==> config.mk <==
export PLATFORM = sky130hd
export DESIGN_NAME = decode_issue_buf
export DESIGN_NICKNAME = d
export VERILOG_FILES = /design/src/rtl/decode_issue_buf.sv
export SDC_FILE = /design/constraint.sdc
export NUM_CORES = 1
export LEC_CHECK = 0
export BUFFER_PORTS_ARGS = -buffer_cell sky130_fd_sc_hd__clkbuf_2
export CORE_MARGIN = 5
export CORE_UTILIZATION = 35
export CTS_BUF_LIST = sky130_fd_sc_hd__clkbuf_4
export CTS_CLUSTER_DIAMETER = 80
export DETAILED_ROUTE_END_ITERATION = 8
export PLACE_DENSITY = 0.65
export SKIP_CTS_REPAIR_TIMING = 1
export SLEW_MARGIN = 20
export SYNTH_ARGS = -nofsm -noshare
export SYNTH_HDL_FRONTEND = slang
export SYNTH_SLANG_ARGS = --single-unit
export TNS_END_PERCENT = 20
==> constraint.sdc <==
create_clock -name clk -period 7.45 [get_ports clk]
set_input_delay 1.8625 -clock clk [delete_from_list [all_inputs] [get_ports clk]]
set_output_delay 1.8625 -clock clk [all_outputs]
set_load 0.005 [all_outputs]
==> src/rtl/decode_issue_buf.sv <==
// Decode-to-issue skid buffer: a circular first-word-fall-through queue between
// decode and execute, with a global hold, a flush, and a saturating stall counter.
module decode_issue_buf #(
    parameter int                WIDTH  = 128,
    parameter int                DEPTH  = 4,
    parameter logic [WIDTH-1:0]  BUBBLE = '0,
    parameter int                CNT_W  = 16
) (
    input  logic                     clk,
    input  logic                     Rst,
    input  logic                     hold,
    input  logic                     flush,
    input  logic                     in_valid,
    input  logic [WIDTH-1:0]         in_data,
    output logic                     in_ready,
    output logic                     out_valid,
    output logic [WIDTH-1:0]         out_data,
    input  logic                     out_ready,
    output logic [$clog2(DEPTH):0]   count,
    output logic                     full,
    output logic                     empty,
    output logic [CNT_W-1:0]         stall_cnt
);

    localparam int PTR_W = $clog2(DEPTH);
    localparam int OCC_W = PTR_W + 1;

    logic [WIDTH-1:0] mem [DEPTH];
    logic [PTR_W-1:0] rd_ptr;
    logic [PTR_W-1:0] wr_ptr;
    logic [OCC_W-1:0] occ;
    logic             push;
    logic             pop;
    logic             blocked;

    // Reset, hold and flush all suppress both handshakes for the cycle.
    assign blocked   = Rst || hold || flush;
    assign full      = (occ == OCC_W'(DEPTH));
    assign empty     = (occ == '0);
    assign count     = occ;
    assign out_valid = !empty && !blocked;
    assign out_data  = out_valid ? mem[rd_ptr] : BUBBLE;
    assign in_ready  = !blocked && (!full || out_ready);
    assign push      = in_valid && in_ready;
    assign pop       = out_valid && out_ready;

    always_ff @(posedge clk) begin
        if (push) begin
            mem[wr_ptr] <= in_data;
        end
    end

    // Pointers wrap naturally because DEPTH is a power of two.
    always_ff @(posedge clk) begin
        if (Rst) begin
            rd_ptr <= '0;
            wr_ptr <= '0;
            occ    <= '0;
        end else if (hold) begin
            rd_ptr <= rd_ptr;
            wr_ptr <= wr_ptr;
            occ    <= occ;
        end else if (flush) begin
            rd_ptr <= '0;
            wr_ptr <= '0;
            occ    <= '0;
        end else begin
            if (push) begin
                wr_ptr <= wr_ptr + PTR_W'(1);
            end
            if (pop) begin
                rd_ptr <= rd_ptr + PTR_W'(1);
            end
            case ({push, pop})
                2'b10:   occ <= occ + OCC_W'(1);
                2'b01:   occ <= occ - OCC_W'(1);
                default: occ <= occ;
            endcase
        end
    end

    // out_valid is already low under hold and flush, so only real stalls count.
    always_ff @(posedge clk) begin
        if (Rst) begin
            stall_cnt <= '0;
        end else if (out_valid && !out_ready && (stall_cnt != '1)) begin
            stall_cnt <= stall_cnt + CNT_W'(1);
        end
    end

endmodule

---- Word-level counts from Yosys, hierarchy flattened ----
Memories as Yosys holds them, arrays and structs flattened. A register that Yosys moved wholly into a read port is not among the register bits.
Cells that the tools add are included.
W data, S select, Z words.
operators by class
  add/subtract/negate cells ............... 5
  equal/unequal tests ..................... 4
  multiplexer cells ....................... 11
  bitwise gates (word level) .............. 1
  reductions and logical operators ........ 20
operator list
  kind                     number
  $mux W128                1
  $add A16 B1 Y16 const B  1
  $ne A16 B16 Y1 const B   1
  $mux W2                  6
  $logic_and A1 B1 Y1      6
  $pmux W3 S2              1
  $reduce_and A2 Y1        3
  $add A2 B1 Y2 const B    2
  $logic_not A1 Y1         4
  $reduce_bool A2 Y1       2
  $add A3 B1 Y3 const B    1
  $eq A3 B3 Y1 const B     1
  $logic_not A3 Y1         1
  $logic_or A1 B1 Y1       3
  $mux W3                  1
  $reduce_bool A3 Y1       1
  $sub A3 B1 Y3 const B    1
  $eq A2 B1 Y1 const B     1
  $eq A2 B2 Y1 const B     1
  $mux W1                  2
  $not A1 Y1               1
storage, ports and cells
  register bits ........................... 23
  RAM bits ................................ 512
  input port bits ......................... 134
  word-level logic and storage cells ...... 46
  memories ................................ 1
memory list
  name  depth  bits a word  rd ports  clocked after Yosys merged registers in  write ports  RTL line  RTL
  mem   4      128          1         1                                        1            28        logic [WIDTH-1:0] mem [DEPTH];

---- Logic depth before layout (Yosys ltp) ----
  depth after elaboration ................. 9
  depth in mapped cells ................... 13
  depth with buffers taken out ............ 10

---- Worst setup path before layout ----
No wires, ideal clock.
  kind .................................... input-to-reg
  start ................................... input port Rst
  end ..................................... memory mem[1][0], enable pin
  data arrival time ....................... 5775 ps
  slack ................................... 1173 ps
  stages on the path ...................... 5
  path buffers ............................ 2
  cells stage by stage .................... buf_6 or3_1 buf_2 nor3b_2 and2_1
on the way
  longest elaborated chain between the ends .. 7
ends and longest elaborated chain
  item                             RTL line  RTL
  start: declaration               10        input logic Rst,
  $logic_or A1 B1 Y1 (2 in a row)  37        assign blocked = Rst || hold || flush;
  $logic_not A1 Y1                 43        assign in_ready = !blocked && (!full || out_ready);
  $logic_and A1 B1 Y1              43
  $logic_and A1 B1 Y1              44        assign push = in_valid && in_ready;
  $mux W1                          48        if (push) begin
  $mux W1 (implied by the code)    49        mem[wr_ptr] <= in_data;
  end: declaration                 28
No other way between the ends.

---- Worst setup path after layout ----
  start ................................... input port Rst
  end ..................................... output port out_data[112]
on the way
  longest elaborated chain between the ends .. 5
ends and longest elaborated chain
  item                             RTL line  RTL
  $logic_or A1 B1 Y1 (2 in a row)  37
  $logic_not A1 Y1                 41        assign out_valid = !empty && !blocked;
  $logic_and A1 B1 Y1              41
  $mux W128                        42        assign out_data = out_valid ? mem[rd_ptr] : BUBBLE;
  end: declaration                 17        output logic [WIDTH-1:0] out_data,
No other way between the ends.

==> flow_metrics.py <==
metrics = {
    "status": {
        "status": "complete, no violations",
    },
    "drt": {
        "ant_nets": 0,
        "drt-wirelength-per-cell_um": 19.9,
        "drt_first_pass_iters": 4,
        "vias_per_cell": 4.78,
        "num_vias": 10800,
        "route.detailed.drc": 0,
        "wl_um": 44800,
        "drt_iter0_markers": 582,
    },
    "timing": {
        "fin_tns_setup_ns": 0,
        "slew_violations": 0,
        "fmax_mhz": 159,
        "holdWs_ns": 0.472,
        "post-route-period-util": 0.844,
        "rsz0062_at_grt": "no",
        "tightest_slew_ns": 1.05,
        "relSlewSlack": 0.300,
        "setup_viol": 0,
        "fin_crit_ns": 6.28,
        "clock_skew_ns": 0.0492,
        "hold_viol_final": 0,
    },
    "worst_setup_path": {
        "required_ns": 5.59,
        "startpoint_type": "primary input",
        "crit_path_frequent_cell": "clkbuf_2",
        "critical-path-top-delay-family": "buffers and inverters",
        "cpPeakStageDelay_ns": 0.59,
        "arrival_ns": 4.42,
        "cp_max_fo": 48,
        "critical_path_class": "primary input to output port",
        "critPathSlowestCell": "or3_1",
        "worstSetupEndpointType": "output port",
        "cp_num_buf_inv": 4,
        "path_cells": "clkbuf_2 > or3_1 > or2_4 > clkinv_2 > buf_4 > and2_1 > clkbuf_2",
    },
    "synth": {
        "synth_nets": 1110,
        "synth_cell_types": 48,
        "synth_flop_cell": "edfxtp_1",
        "ys_seq_area_frac": 0.769,
        "yosys.area.top_type": "edfxtp_1",
        "syn_area_sq_mm": 0.0206,
        "synth_top_area_share": 0.745,
        "syn_area_per_cell_sq_um": 21.3,
        "netlist_instances": 970,
        "yosys_warnings": 0,
        "synth_edf_count": 512,
        "synth-seq-cells": 537,
        "ys_async_sr_fraction": 0,
        "ys_top_cells_by_area": "edfxtp_1 75%, mux4_2 14%, and2_1 4.1%",
    },
    "clock_network": {
        "cts.sinks": 537,
        "clkTransAtPathRegs_ns": 0.06,
        "cts_root_buf": "clkbuf_4",
        "cts_buffers": 146,
        "cts_tree": "built",
        "cts_htree_levels": 4,
        "insertion_delay_ns": 0.90,
        "clk_path_buf_depth": 3,
    },
    "final_layout": {
        "num-nets-final": 1509,
        "final_cells": 2249,
        "drive_gt1_frac": 0.455,
        "area_growth_pct": 20.4,
        "fillers": 5241,
    },
    "flow_run": {
        "max-cap-violations": 0,
    },
    "pwr": {
        "p_per_area_mw_per_mm2": 243,
        "total_power_mw": 6.04,
        "worst_ir_drop_vdd_mv": 0.121,
        "p_leak_nw": 8.59,
    },
    "placement": {
        "placed_cells": 1994,
        "dp_hpwl_um": 26400,
        "gp_congestion": 0.763,
        "port_buffers": 284,
    },
    "worst_hold_path": {
        "hp-class": "register to register",
    },
    "die": {
        "dieHeight_um": 253,
        "rows": 89,
        "die_x_um": 253,
        "start_util": 0.352,
        "die_area_sq_mm": 0.0639,
        "num_io_pins": 285,
        "core_sq_mm": 0.0587,
    },
    "global_routing": {
        "track_usage": 0.141,
        "antenna_found_initial": 8,
        "grt_max_degree": 94,
        "grt_pass1_wl_um": 67900,
        "grt_overflow": 0,
        "grt_pass1_vias": 11800,
    },
}
## metrics by stage
stage / worst slack [ns] / cell area, sq um / utilization
3_5_place_dp: 1.14 / 23000 / 0.392
2_1_floorplan: 1.17 / 20600 / -
4_1_cts: 1.15 / 24800 / 0.423
3_3_place_gp: 1.19 / 23000 / 0.392
5_1_grt: 0.947 / 24800 / 0.423
6_report: 1.17 / 24800 / 0.423
## report_power, final
| part | switching [mW] | internal [mW] | total, mW |
|---|---|---|---|
| combinational | 0.0668 | 0.0499 | 0.117 |
| clock | 1.17 | 1.43 | 2.60 |
| sequential | 0.00506 | 3.32 | 3.32 |
| total | 1.24 | 4.80 | 6.04 |
## final cells by class
class	instances	area (sq um)	area share
antenna	4	10.0	0.000403
inverter	5	20.0	0.000806
clock inverter	33	213	0.00856
sequential	537	15900	0.639
tap	773	967	0.0389
multi-input combinational	380	4550	0.183
clock buffer	218	1640	0.0659
timing repair buffer	299	1570	0.0632
## placed cells by master, fill, tap and decap left out, types with 5 or more instances in the layout
cell / instances
clkinv_1: 22
nor2_1: 18
dfxtp_1: 23
clkbuf_4: 218
o21ai_0: 7
edfxtp_1: 512
nand3_1: 7
ha_1: 5
buf_4: 12
xor2_1: 6
and3_1: 6
mux4_2: 128
a21oi_1: 11
clkbuf_2: 284
or3_1: 6
a211oi_1: 5
and2_1: 130
## flip-flops by register name, summed over array words and instances (netlist names), named ones only
register and cells:
mem 512, stall_cnt 16, count 3, rd_ptr 2, wr_ptr 2
## layer usage
metal / GRT usage / wire, um
met1: 0.166 / 17600
met2: 0.233 / 22700
met3: 0.0619 / 3570
met4: 0.0521 / 872
met5: 0 / 64
## synth_stat cells (all sizes together) (2+ instances only)
master	count
nor4b	2
buf	15
dfxtp	25
and2	134
o2111ai	2
nand3	7
a211oi	5
mux2i	3
edfxtp	512
nor3b	2
clkbuf	33
nand2	4
xor2	6
o21ai	7
nor2b	3
xnor2	3
o211ai	5
a21oi	11
a31oi	2
inv	5
or3	6
nand2b	3
ha	5
or2	2
mux4	128
nor3	3
and4	3
and3	6
nor2	18
## worst register-to-register path, stage by stage (launching register included)
cell and delay [ns]:
dfxtp_1 0.41, nor3_1 0.58, or2_4 0.28, clkinv_2 0.38, buf_4 0.49, nand2_1 0.17
nor2_1 0.06, fa_1 0.44, or4b_2 0.66, a21oi_1 0.16, nor3b_1 0.07, a211oi_1 0.19
## final timing paths
kind                  start       endpoint  slack (ns)  cells after the start
hold reg to reg   rd_ptr[1]       register        0.47                      1
setup reg to reg   count[0]       count[2]        3.43                     11
hold / removal    rd_ptr[1]       register        0.47                      1
setup / recovery        Rst  out_data[112]        1.17                      7
## cells by family (layout without fill, tap and decap cells)
group	count (synthesis)	count (layout)	synth area share
buf+inv	53	555	0.0109
flops	537	537	0.769
other cells	0	4	0
mux	132	132	0.142
compound gates	36	36	0.0112
xor+xnor	9	9	0.00382
fa+ha+maj	6	6	0.00400
simple gates	197	197	0.0591
No activity file was read; power rests on OpenSTA's default activity.
